**src/rtl/fc_pkg.sv**
```systemverilog
// Shared definitions for the FC1 scheduler: FSM encoding, default layer shape, address widths.
// Weight addressing helper: flat index grp*N_IN+k, computed unsigned and truncated to the port width.
package fc_pkg;

  localparam int N_IN_DEF  = 100;
  localparam int N_GRP_DEF = 3;
  localparam int FEAT_AW   = 7;
  localparam int WGT_AW    = 9;
  localparam int GRP_W     = 2;

  typedef enum logic [2:0] {
    S_IDLE   = 3'd0,
    S_CLEAR  = 3'd1,
    S_FEED   = 3'd2,
    S_DRAIN  = 3'd3,
    S_OUTPUT = 3'd4,
    S_DONE   = 3'd5
  } state_t;

  function automatic logic [WGT_AW-1:0] wgt_addr(
    input logic [GRP_W-1:0]   grp,
    input logic [FEAT_AW-1:0] k,
    input int                 n_in
  );
    logic [31:0] w_sum;
    w_sum = 32'(grp) * 32'(unsigned'(n_in)) + 32'(k);
    return w_sum[WGT_AW-1:0];
  endfunction

endpackage

```
**src/rtl/delay_line.sv**
```systemverilog
// 1-bit delay line of DEPTH cycles (DEPTH >= 1); synchronous clear flushes all stages at once.
// No backpressure: one bit in and one bit out every cycle.
module delay_line #(
  parameter int DEPTH = 2
) (
  input  logic clk,
  input  logic rst_n,
  input  logic i_clr,
  input  logic i_d,
  output logic o_q
);

  logic [DEPTH-1:0] r_sr;

  always_ff @(posedge clk or negedge rst_n) begin
    if (!rst_n) begin
      r_sr <= '0;
    end else if (i_clr) begin
      r_sr <= '0;
    end else begin
      r_sr <= (r_sr << 1) | DEPTH'(i_d);
    end
  end

  assign o_q = r_sr[DEPTH-1];

endmodule

```
**src/rtl/fc1_scheduler.sv**
```systemverilog
// FC1 layer scheduler: per group of 4 neurons, CLEAR(1) + FEED(N_IN) + DRAIN(RD_LAT+MUL_LAT+1) + OUTPUT(>=1),
// then a one-cycle DONE. Results are held in OUTPUT until i_res_ready; i_abort wins over everything.
module fc1_scheduler
  import fc_pkg::*;
#(
  parameter int WORD_SIZE = 16,
  parameter int N_IN      = N_IN_DEF,
  parameter int N_GRP     = N_GRP_DEF,
  parameter int RD_LAT    = 1,
  parameter int MUL_LAT   = 1
) (
  input  logic               clk,
  input  logic               rst_n,
  input  logic               i_start,
  input  logic               i_abort,
  output logic               o_busy,
  output logic               o_feat_rd,
  output logic [FEAT_AW-1:0] o_feat_addr,
  output logic               o_wgt_rd,
  output logic [WGT_AW-1:0]  o_wgt_addr,
  output logic               o_acc_clr,
  output logic               o_acc_en,
  output logic [GRP_W-1:0]   o_grp,
  output logic               o_res_valid,
  input  logic               i_res_ready,
  output logic               o_done
);

  localparam int PIPE_LAT  = RD_LAT + MUL_LAT;
  localparam int DRAIN_LEN = PIPE_LAT + 1;
  localparam int DCNT_W    = $clog2(DRAIN_LEN + 1);

  localparam logic [FEAT_AW-1:0] K_LAST = FEAT_AW'(N_IN - 1);
  localparam logic [DCNT_W-1:0]  D_LAST = DCNT_W'(DRAIN_LEN - 1);
  localparam logic [GRP_W-1:0]   G_LAST = GRP_W'(N_GRP - 1);

  if (WORD_SIZE < 1 || N_IN < 1 || N_IN > (1 << FEAT_AW) || N_GRP < 1 ||
      N_GRP > (1 << GRP_W) || N_GRP * N_IN > (1 << WGT_AW) ||
      RD_LAT < 0 || MUL_LAT < 0 || PIPE_LAT < 1) begin : g_cfg_err
    $error("fc1_scheduler: unsupported parameter combination");
  end

  state_t                r_state;
  state_t                w_next;
  logic [FEAT_AW-1:0]    r_k;
  logic [DCNT_W-1:0]     r_dcnt;
  logic [GRP_W-1:0]      r_grp;
  logic                  w_feed;

  assign w_feed = (r_state == S_FEED);

  always_ff @(posedge clk or negedge rst_n) begin
    if (!rst_n) begin
      r_state <= S_IDLE;
    end else begin
      r_state <= w_next;
    end
  end

  always_comb begin
    w_next = r_state;
    case (r_state)
      S_IDLE:   if (i_start)          w_next = S_CLEAR;
      S_CLEAR:                        w_next = S_FEED;
      S_FEED:   if (r_k == K_LAST)    w_next = S_DRAIN;
      S_DRAIN:  if (r_dcnt == D_LAST) w_next = S_OUTPUT;
      S_OUTPUT: if (i_res_ready)      w_next = (r_grp == G_LAST) ? S_DONE : S_CLEAR;
      S_DONE:                         w_next = S_IDLE;
      default:                        w_next = S_IDLE;
    endcase
    if (i_abort) begin
      w_next = S_IDLE;
    end
  end

  // k indexes activations in FEED; r_dcnt times the drain window; both rest at 0 elsewhere.
  always_ff @(posedge clk or negedge rst_n) begin
    if (!rst_n) begin
      r_k    <= '0;
      r_dcnt <= '0;
      r_grp  <= '0;
    end else if (i_abort) begin
      r_k    <= '0;
      r_dcnt <= '0;
      r_grp  <= '0;
    end else begin
      case (r_state)
        S_IDLE: begin
          r_k    <= '0;
          r_dcnt <= '0;
          r_grp  <= '0;
        end
        S_FEED:   r_k    <= (r_k == K_LAST) ? '0 : r_k + 1'b1;
        S_DRAIN:  r_dcnt <= (r_dcnt == D_LAST) ? '0 : r_dcnt + 1'b1;
        S_OUTPUT: if (i_res_ready && (r_grp != G_LAST)) r_grp <= r_grp + 1'b1;
        S_DONE:   r_grp  <= '0;
        default:  ;
      endcase
    end
  end

  delay_line #(
    .DEPTH (PIPE_LAT)
  ) u_acc_en_dly (
    .clk   (clk),
    .rst_n (rst_n),
    .i_clr (i_abort),
    .i_d   (w_feed),
    .o_q   (o_acc_en)
  );

  always_comb begin
    o_busy      = (r_state != S_IDLE);
    o_acc_clr   = (r_state == S_CLEAR);
    o_feat_rd   = w_feed;
    o_wgt_rd    = w_feed;
    o_feat_addr = w_feed ? r_k : '0;
    o_wgt_addr  = w_feed ? wgt_addr(r_grp, r_k, N_IN) : '0;
    o_grp       = r_grp;
    o_res_valid = (r_state == S_OUTPUT);
    o_done      = (r_state == S_DONE);
  end

endmodule

```
**config.mk**
```make
export PLATFORM = sky130hd
export DESIGN_NAME = fc1_scheduler
export DESIGN_NICKNAME = d
export VERILOG_FILES = /design/src/rtl/fc_pkg.sv /design/src/rtl/delay_line.sv /design/src/rtl/fc1_scheduler.sv
export SDC_FILE = /design/constraint.sdc
export NUM_CORES = 1
export LEC_CHECK = 0
export BUFFER_PORTS_ARGS = -buffer_cell sky130_fd_sc_hd__buf_2
export CAP_MARGIN = 20
export CORE_MARGIN = 2
export CORE_UTILIZATION = 30
export DETAILED_ROUTE_END_ITERATION = 6
export GPL_TIMING_DRIVEN = 0
export HOLD_SLACK_MARGIN = 0.03
export PLACE_DENSITY = 0.49
export SLEW_MARGIN = 30
export SYNTH_ARGS = -nofsm -noshare
export SYNTH_HDL_FRONTEND = slang
export SYNTH_SLANG_ARGS = --single-unit
```
**constraint.sdc**
```tcl
create_clock -name clk -period 3 [get_ports clk]
set_clock_uncertainty 0.15 [all_clocks]
set_input_delay 0.9 -clock clk [delete_from_list [all_inputs] [get_ports clk]]
set_output_delay 0.9 -clock clk [all_outputs]
set_load 0.01 [all_outputs]
```
==> results of run 1 <==
==> cells in the mapped netlist (2+ instances only) <==
cell type,n
sky130_fd_sc_hd__nand3_1,3
sky130_fd_sc_hd__inv_2,3
sky130_fd_sc_hd__nor2b_1,7
sky130_fd_sc_hd__o31ai_1,3
sky130_fd_sc_hd__ha_1,7
sky130_fd_sc_hd__nor2_1,8
sky130_fd_sc_hd__or3_1,5
sky130_fd_sc_hd__o21bai_1,2
sky130_fd_sc_hd__clkbuf_1,3
sky130_fd_sc_hd__a21oi_1,7
sky130_fd_sc_hd__o21ai_1,5
sky130_fd_sc_hd__a22oi_1,5
sky130_fd_sc_hd__buf_2,4
sky130_fd_sc_hd__or4_1,3
sky130_fd_sc_hd__buf_4,3
sky130_fd_sc_hd__and2_1,7
sky130_fd_sc_hd__nand2b_1,6
sky130_fd_sc_hd__nand2_1,6
sky130_fd_sc_hd__o32ai_1,2
sky130_fd_sc_hd__inv_1,5
sky130_fd_sc_hd__mux2i_1,2
sky130_fd_sc_hd__dfrtp_1,16
sky130_fd_sc_hd__o21ai_0,5
==> worst paths after layout <==
| path | startpoint | end | slack (ns) | depth (start not counted) |
|---|---|---|---|---|
| setup / recovery | o_grp[0] | o_wgt_addr[6] | 0.03 | 7 |
| max in group asynchronous | rst_n | o_grp[1] | 1.99 | 1 |
| min in group asynchronous | rst_n | r_k[1] | 0.41 | 1 |
| setup reg to reg | r_state[2] | r_k[2] | 1.31 | 3 |
| hold reg to reg | u_acc_en_dly.r_sr[0] | u_acc_en_dly.r_sr[1] | 0.33 | 1 |
| hold / removal | u_acc_en_dly.r_sr[0] | u_acc_en_dly.r_sr[1] | 0.33 | 1 |
==> kinds of logic (layout without fill, tap and decap cells) <==
logic type / count (synthesis) / after routing / synth area share
mux: 2 / 2 / 0.0166
simple gates: 55 / 55 / 0.276
compound gates: 37 / 37 / 0.203
buf+inv: 18 / 57 / 0.0694
xor+xnor: 2 / 2 / 0.0145
flops: 16 / 16 / 0.332
fa+ha+maj: 8 / 8 / 0.0891
==> placed cells by master, fill, tap and decap left out, types with 2 or more instances in the layout <==
cell type	Yosys	final
sky130_fd_sc_hd__o21ai_1	5	5
sky130_fd_sc_hd__nor2b_1	7	6
sky130_fd_sc_hd__ha_1	7	3
sky130_fd_sc_hd__buf_4	3	7
sky130_fd_sc_hd__nor2_1	8	8
sky130_fd_sc_hd__o31ai_1	3	3
sky130_fd_sc_hd__or3_1	5	5
sky130_fd_sc_hd__o32ai_1	2	2
sky130_fd_sc_hd__buf_2	4	33
sky130_fd_sc_hd__ha_4	0	4
sky130_fd_sc_hd__nand2b_1	6	6
sky130_fd_sc_hd__dfrtp_2	0	2
sky130_fd_sc_hd__clkbuf_1	3	3
sky130_fd_sc_hd__and2_1	7	7
sky130_fd_sc_hd__o21ai_2	1	2
sky130_fd_sc_hd__inv_1	5	3
sky130_fd_sc_hd__dfrtp_1	16	14
sky130_fd_sc_hd__or4_1	3	3
sky130_fd_sc_hd__o21bai_1	2	2
sky130_fd_sc_hd__clkbuf_8	0	4
sky130_fd_sc_hd__a21oi_1	7	6
sky130_fd_sc_hd__mux2i_1	2	2
sky130_fd_sc_hd__nand3_1	3	3
sky130_fd_sc_hd__buf_6	0	2
sky130_fd_sc_hd__nand2_1	6	5
sky130_fd_sc_hd__a22oi_1	5	5
sky130_fd_sc_hd__o21ai_0	5	4
sky130_fd_sc_hd__inv_2	3	5
==> timing repair <==
action / in CTS / in global routing
buffers inserted: 4 / 2
gates resized for setup: 11 / 11
endpoints found under the setup margin: 5 / 7
pin swaps: 2 / 5
cloned: 0 / 0
==> critical path, delay by kind of cell (launching register included) <==
family | cells | cell delay [ns]
compound gates | 1 | 0.17
xor+xnor | 1 | 0.15
fa+ha+maj | 2 | 0.60
buf+inv | 2 | 0.26
flops | 1 | 0.43
simple gates | 1 | 0.05
==> final cells by class <==
class                   count  share of cell area
flip-flops and latches     16               0.250
multi-input cells         104               0.503
repair buffers             35               0.122
well taps                  50              0.0388
plain buffers              10              0.0333
inverters                   8              0.0186
clock buffers               4              0.0341
==> power by group through the flow <==
stage | Combinational [uW] | Sequential (uW) | Clock [uW]
CTS | 86.2 | 229 | 202
finish | 87.0 | 229 | 198
detailed placement | 85.4 | 233 | 0
global route | 98.9 | 230 | 212
floorplan | 56.1 | 231 | 0
global placement | 83.8 | 233 | 0
==> per-stage QoR <==
step | instance area, sq um | power (uW) | cells
after floorplan | 1210 | 288 | 138
after CTS | 1540 | 517 | 225
after detailed placement | 1420 | 318 | 217
after global routing | 1610 | 541 | 227
final | 1610 | 514 | 227
after global placement | 1420 | 317 | 217
==> registers in the layout, indices dropped and copies added, names as in the netlist <==
register,cells
r_dcnt,2
r_k,7
u_acc_en_dly.r_sr,2
r_state,3
o_grp,2
==> routing by layer <==
layer / GRT usage / up-vias
li1: - / 576
met5: 0 / -
met1: 0.188 / 547
met3: 0.0317 / 6
met2: 0.249 / 21
met4: 0.0638 / 0
==> results.sh, run 1 <==
export IMPL_wire_length_of_the_first_global_routing_pass_microns=5110
export IMPL_multi_input_area_sq_um=812
export IMPL_vias_per_cell=5.07
export IMPL_cts_hold_buf=0
export IMPL_post_dp_hpwl_microns=2290
export IMPL_setup_worst_path_start_class="flop"
export IMPL_number_of_antenna_cells_inserted=0
export IMPL_worst_hold_path_type="reg2reg"
export IMPL_worst_setup_path_end_kind="primary output"
export IMPL_dieArea_sq_um=4550
export IMPL_timing_hold_ws_ns=0.332
export IMPL_grt_start_max_net_pins=17
export IMPL_core_area_sq_um=3940
export IMPL_postLayoutCoreUtil=0.409
export IMPL_slowest_stage="sky130_fd_sc_hd__fa_2"
export IMPL_outcome="completed"
export IMPL_areaGrowthSynthToFinish_pct=33.7
export IMPL_share_clk_of_total_power=0.385
export IMPL_rows=23
export IMPL_maxCapViolations=0
export IMPL_highest_layer="met4"
export IMPL_layout_nets=191
export IMPL_via_count_of_the_first_global_routing_pass=1119
export IMPL_pre_cts_slack_ns=0.0141
export IMPL_drcViolationCount=0
export IMPL_seq_power_share=0.446
export IMPL_grt_total_usage=0.150
export IMPL_critical_path_peak_fanout=3
export IMPL_floorplan_die_height_microns=67.4
export IMPL_max_slew_margin=0.655
export IMPL_htree_num_levels=1
export IMPL_detail_route_wirelength_met1_microns=1450
export IMPL_antenna_violations_before_repair=0
export IMPL_setup_violations=0
export IMPL_worst_setup_hold_path_clk_slew_ns=0.07
export IMPL_yosysWarningCount=0
export IMPL_switching_share=0.276
export IMPL_tritoncts_buffers=3
export IMPL_rsz0062_at_grt="yes"
export IMPL_syn_nets=151
export IMPL_final_antenna_net_count=0
export IMPL_synth_area_sq_um=1210
export IMPL_number_of_register_bits_inferred_by_synthesis=16
export IMPL_clockBufferDepth=2
export IMPL_synthDistinctLibCells=44
export IMPL_gp_congestion=0.729
export IMPL_cts_tree="built"
export IMPL_register_area_share_after_synthesis=0.332
export IMPL_cp_slowest_stage_delay_ns=0.44
export IMPL_fillerInstances=409
export IMPL_netlist_instances=138
export IMPL_chip_width_microns=67.4
export IMPL_final_layout_size_suffix_gt1_frac=0.373
export IMPL_power_density_nw_per_um2=318
export IMPL_vdd_ir_drop_max_v=0.000240
export IMPL_power_switching_uw=142
export IMPL_wl_per_cell_microns=14.3
export IMPL_biggest_area_contributors_in_the_synthesized_netlist="sky130_fd_sc_hd__dfrtp_1 33%, sky130_fd_sc_hd__ha_1 7.3%, sky130_fd_sc_hd__and2_1 3.6%, sky130_fd_sc_hd__nor2b_1 3.6%, sky130_fd_sc_hd__a22oi_1 3.1%"
export IMPL_finalSetupTns_ns=0
export IMPL_cp_cell_sequence="buf_6, ha_4, fa_2, a31oi_4, xor2_1, nor2_1, buf_2"
export IMPL_wire_length_on_met3_microns=112
export IMPL_routed_via_count=1150
export IMPL_initial_standard_cell_utilization_of_the_core=0.306
export IMPL_worstSetupPathType="reg2out"
export IMPL_ioPinCount=30
export IMPL_hold_violation_total_from_the_final_report=0
export IMPL_cts_root_buffer_cell="sky130_fd_sc_hd__clkbuf_8"
export IMPL_detailedRoute_firstPassIterationCount=4
export IMPL_timing_final_crit_share=0.990
export IMPL_power_share_combinational=0.169
export IMPL_io_buffers=29
export IMPL_clock_sinks=16
export IMPL_timing_max_transition_violations_final=0
export IMPL_wl_met2_microns=1620
export IMPL_synth_edff_count=0
export IMPL_layout_area_seq_sq_um=403
export IMPL_yosys_area_top_type_share=0.332
export IMPL_worst_ep_required_time_ns=1.95
export IMPL_synth_avg_cell_area_sq_um=8.75
export IMPL_min_period_ns=2.97
export IMPL_globalRouteOverflowTotal=0
export IMPL_timing_fmax_ghz=0.337
export IMPL_static_leak_uw=0.000722
export IMPL_async_flop_share=1.00
export IMPL_clk_latency_ns=0.25
export IMPL_arrival_time_at_the_worst_endpoint_ns=1.92
export IMPL_synth_top_flop_cell="sky130_fd_sc_hd__dfrtp_1"
export IMPL_yosysTopAreaCell="sky130_fd_sc_hd__dfrtp_1"
export IMPL_final_wirelength_microns=3240
export IMPL_crit_path_setup_slack_layout_ns=0.0300
export IMPL_tightest_slew_ns=0.517
export IMPL_power_internal_uw=372
export IMPL_drt_iter0_drc=41
Power figures use the tool's default switching activity.
==> run 2, diff against run 1 <==
--- a/config.mk
+++ b/config.mk
@@ -16,4 +16,5 @@
 export SLEW_MARGIN = 30
 export SYNTH_ARGS = -nofsm -noshare
 export SYNTH_HDL_FRONTEND = slang
+export SYNTH_HIERARCHICAL = 1
 export SYNTH_SLANG_ARGS = --single-unit
==> run 2 against run 1 <==
  * Worst setup slack lost 0.024 ns
  * Die area rose by 0.19%
  * Hold slack improved by 0.0011 ns
  * Critical endpoint is now o_wgt_addr[8]
  * Largest power group unchanged
  * Via count is 4.8% lower
  * Sequential cell count is the same
  * Clock-buffer cell count did not move
  * Cell count is 3.5% lower
==> results.sh, run 2 <==
export IMPL_outcome="completed"
export IMPL_wl_per_cell_microns=13.4
export IMPL_arrival_time_at_the_worst_endpoint_ns=1.94
export IMPL_r2r_setup_slack_ns=1.13
export IMPL_register_area_share_after_synthesis=0.331
export IMPL_tritoncts_buffers=3
export IMPL_critPathLaunch="o_grp[1]"
export IMPL_number_of_register_bits_inferred_by_synthesis=16
export IMPL_critical_path_peak_fanout=6
export IMPL_chip_width_microns=67.5
export IMPL_cts_root_buffer_cell="sky130_fd_sc_hd__clkbuf_8"
export IMPL_post_synth_most_frequent_cells="16 x sky130_fd_sc_hd__dfrtp_1, 10 x sky130_fd_sc_hd__o21ai_0, 8 x sky130_fd_sc_hd__inv_1"
export IMPL_placedInstanceArea_sq_um=1420
export IMPL_layout_area_seq_sq_um=405
export IMPL_worst_hold_path_type="reg2reg"
export IMPL_power_density_nw_per_um2=333
export IMPL_critPathBufInv=2
export IMPL_setup_worst_path_start_class="flop"
export IMPL_final_wirelength_microns=2930
export IMPL_yosys_area_top_type_share=0.331
export IMPL_cpMostUsedCell="sky130_fd_sc_hd__ha_4"
export IMPL_worst_ep_required_time_ns=1.95
export IMPL_gp_congestion=0.819
export IMPL_htree_num_levels=1
export IMPL_vdd_ir_drop_max_v=0.000151
export IMPL_fillerInstances=394
export IMPL_drt_iter0_drc=22
export IMPL_syn_nets=149
export IMPL_synth_avg_cell_area_sq_um=8.90
export IMPL_tightest_slew_ns=0.560
export IMPL_rsz0062_at_grt="yes"
export IMPL_dieArea_sq_um=4560
export IMPL_setup_violations=0
export IMPL_io_buffers=29
export IMPL_hold_violation_total_from_the_final_report=0
export IMPL_detailedRoute_firstPassIterationCount=4
export IMPL_static_leak_uw=0.000698
export IMPL_areaGrowthSynthToFinish_pct=25.9
export IMPL_layout_nets=183
export IMPL_worst_r2r_path_depth=3
export IMPL_synth_top_flop_cell="sky130_fd_sc_hd__dfrtp_1"
export IMPL_worstReg2RegEnd="r_state[0]"
export IMPL_synth_most_common_cell="sky130_fd_sc_hd__dfrtp_1"
export IMPL_routed_via_count=1095
export IMPL_drcViolationCount=0
export IMPL_timing_final_crit_share=0.998
export IMPL_vias_per_cell=5.00
export IMPL_ioPinCount=30
export IMPL_max_slew_margin=0.624
export IMPL_regMostFlops="r_k"
export IMPL_crit_reg2reg_launch="r_state[0]"
export IMPL_rows=23
export IMPL_floorplan_die_height_microns=67.5
export IMPL_yosysTopAreaCell="sky130_fd_sc_hd__dfrtp_1"
export IMPL_worstSetupPathDepth=7
export IMPL_core_area_sq_um=3940
export IMPL_worstHoldPathCells=1
export IMPL_most_frequent_cells_in_the_layout="29 x sky130_fd_sc_hd__buf_2, 12 x sky130_fd_sc_hd__dfrtp_1, 9 x sky130_fd_sc_hd__o21ai_0"
export IMPL_final_layout_size_suffix_gt1_frac=0.331
export IMPL_globalRouteOverflowTotal=0
export IMPL_pre_cts_slack_ns=0.0599
export IMPL_grt_start_max_net_pins=17
export IMPL_worstSetupPathType="reg2out"
export IMPL_cpLargestDelayFamily="adder cells"
export IMPL_synthDistinctLibCells=44
export IMPL_cp_slowest_stage_delay_ns=0.48
export IMPL_maxCapViolations=0
export IMPL_timing_max_transition_violations_final=0
export IMPL_timing_fmax_ghz=0.334
export IMPL_grt_total_usage=0.145
export IMPL_final_antenna_net_count=0
export IMPL_async_flop_share=1.00
export IMPL_cp_cell_sequence="ha_4, inv_2, ha_4, nand4_1, a21boi_2, mux2i_1, buf_2"
export IMPL_layout_cells_most_common="sky130_fd_sc_hd__buf_2"
export IMPL_final_instance_area_sq_um=1520
export IMPL_worstSetupEndpoint="o_wgt_addr[8]"
export IMPL_top_regs="r_k: 7 flops, r_state: 3 flops"
export IMPL_number_of_antenna_cells_inserted=0
export IMPL_netlist_instances=136
export IMPL_multi_input_area_sq_um=764
export IMPL_crit_path_setup_slack_layout_ns=0.00645
export IMPL_largest_register_ff_count=7
export IMPL_worst_setup_path_end_kind="primary output"
export IMPL_synth_area_sq_um=1210
export IMPL_initial_standard_cell_utilization_of_the_core=0.307
export IMPL_cts_tree="built"
export IMPL_slowest_stage="sky130_fd_sc_hd__dfrtp_2"
export IMPL_clockBufferDepth=2
export IMPL_antenna_violations_before_repair=0
export IMPL_worst_setup_hold_path_clk_slew_ns=0.07
export IMPL_clk_latency_ns=0.25
export IMPL_wire_length_of_the_first_global_routing_pass_microns=4910
export IMPL_post_dp_hpwl_microns=2240
export IMPL_min_period_ns=2.99
export IMPL_via_count_of_the_first_global_routing_pass=1046
export IMPL_synth_edff_count=0
export IMPL_biggest_area_contributors_in_the_synthesized_netlist="sky130_fd_sc_hd__dfrtp_1 33%, sky130_fd_sc_hd__ha_1 7.2%, sky130_fd_sc_hd__o21ai_0 4.1%, sky130_fd_sc_hd__and2_1 3.6%, sky130_fd_sc_hd__nor2b_1 3.6%"
export IMPL_clock_sinks=16
export IMPL_yosysWarningCount=6
## run 2: cell count changes in the layout (fill, tap and decap cells not counted), moves of 3 or more
cell,previous run,this run
sky130_fd_sc_hd__inv_1,3,6
sky130_fd_sc_hd__inv_2,5,2
sky130_fd_sc_hd__buf_2,33,29
sky130_fd_sc_hd__o21ai_0,4,9
sky130_fd_sc_hd__o21ai_1,5,1
sky130_fd_sc_hd__buf_4,7,3
## run 2: cells by family after synthesis
logic type / synth area share
adders and majority gates: 0.0889
and+or+nand+nor: 0.281
DFF: 0.331
xor gates and xnor gates: 0.0145
muxes: 0.0165
buffers and inverters: 0.0724
AOI/OAI and AO/OA: 0.195
## run 2: what timing repair did
| action | in CTS | in global routing |
|---|---|---|
| cloned | 0 | 0 |
| hold buffers | 0 | 0 |
| pin swaps | 2 | 4 |
| resized for setup | 9 | 8 |
| endpoints found under the setup margin | 5 | 5 |
| setup buffers | 0 | 0 |
## run 2: cell type report
class	instances	share of cell area
Buffer	10	0.0394
Tap cell	50	0.0411
Timing Repair Buffer	29	0.0953
Multi-Input combinational cell	102	0.502
Sequential cell	16	0.266
Clock buffer	4	0.0362
Inverter	8	0.0197
## run 2: how the worst min path moves through the flow
stage	start	end	slack, ns
after floorplan	u_acc_en_dly/r_sr[0]	u_acc_en_dly/r_sr[1]	0.29
after global placement	u_acc_en_dly/r_sr[0]	u_acc_en_dly/r_sr[1]	0.31
after detailed placement	u_acc_en_dly/r_sr[0]	u_acc_en_dly/r_sr[1]	0.31
after CTS	u_acc_en_dly/r_sr[0]	u_acc_en_dly/r_sr[1]	0.34
after global routing	u_acc_en_dly/r_sr[0]	u_acc_en_dly/r_sr[1]	0.37
final	u_acc_en_dly/r_sr[0]	u_acc_en_dly/r_sr[1]	0.33
## run 2: report_power, final
group / switching [uW] / total, uW / internal [uW]
Sequential: 7.84 / 230 / 222
Combinational: 48.5 / 81.3 / 32.8
Clock: 79.3 / 196 / 116
Total: 136 / 507 / 371
## run 2: layer usage
metal	share of wire	GRT usage	routed length, microns	vias up
li1	-	-	-	560
met5	0	0	0	-
met4	0.0058	0.0383	17	0
met3	0.038	0.0350	110	2
met1	0.46	0.179	1350	515
met2	0.50	0.250	1450	18
## run 2: stage by stage
stage	setup TNS (ns)	std cells	hold slack (ns)	util	total power, uW
after floorplan	0	136	0.289	-	284
after global placement	0	215	0.312	0.360	312
after detailed placement	0	215	0.314	0.360	315
after CTS	-0.0159	219	0.338	0.382	512
after global routing	-0.158	219	0.370	0.386	533
final	0	219	0.333	0.386	507
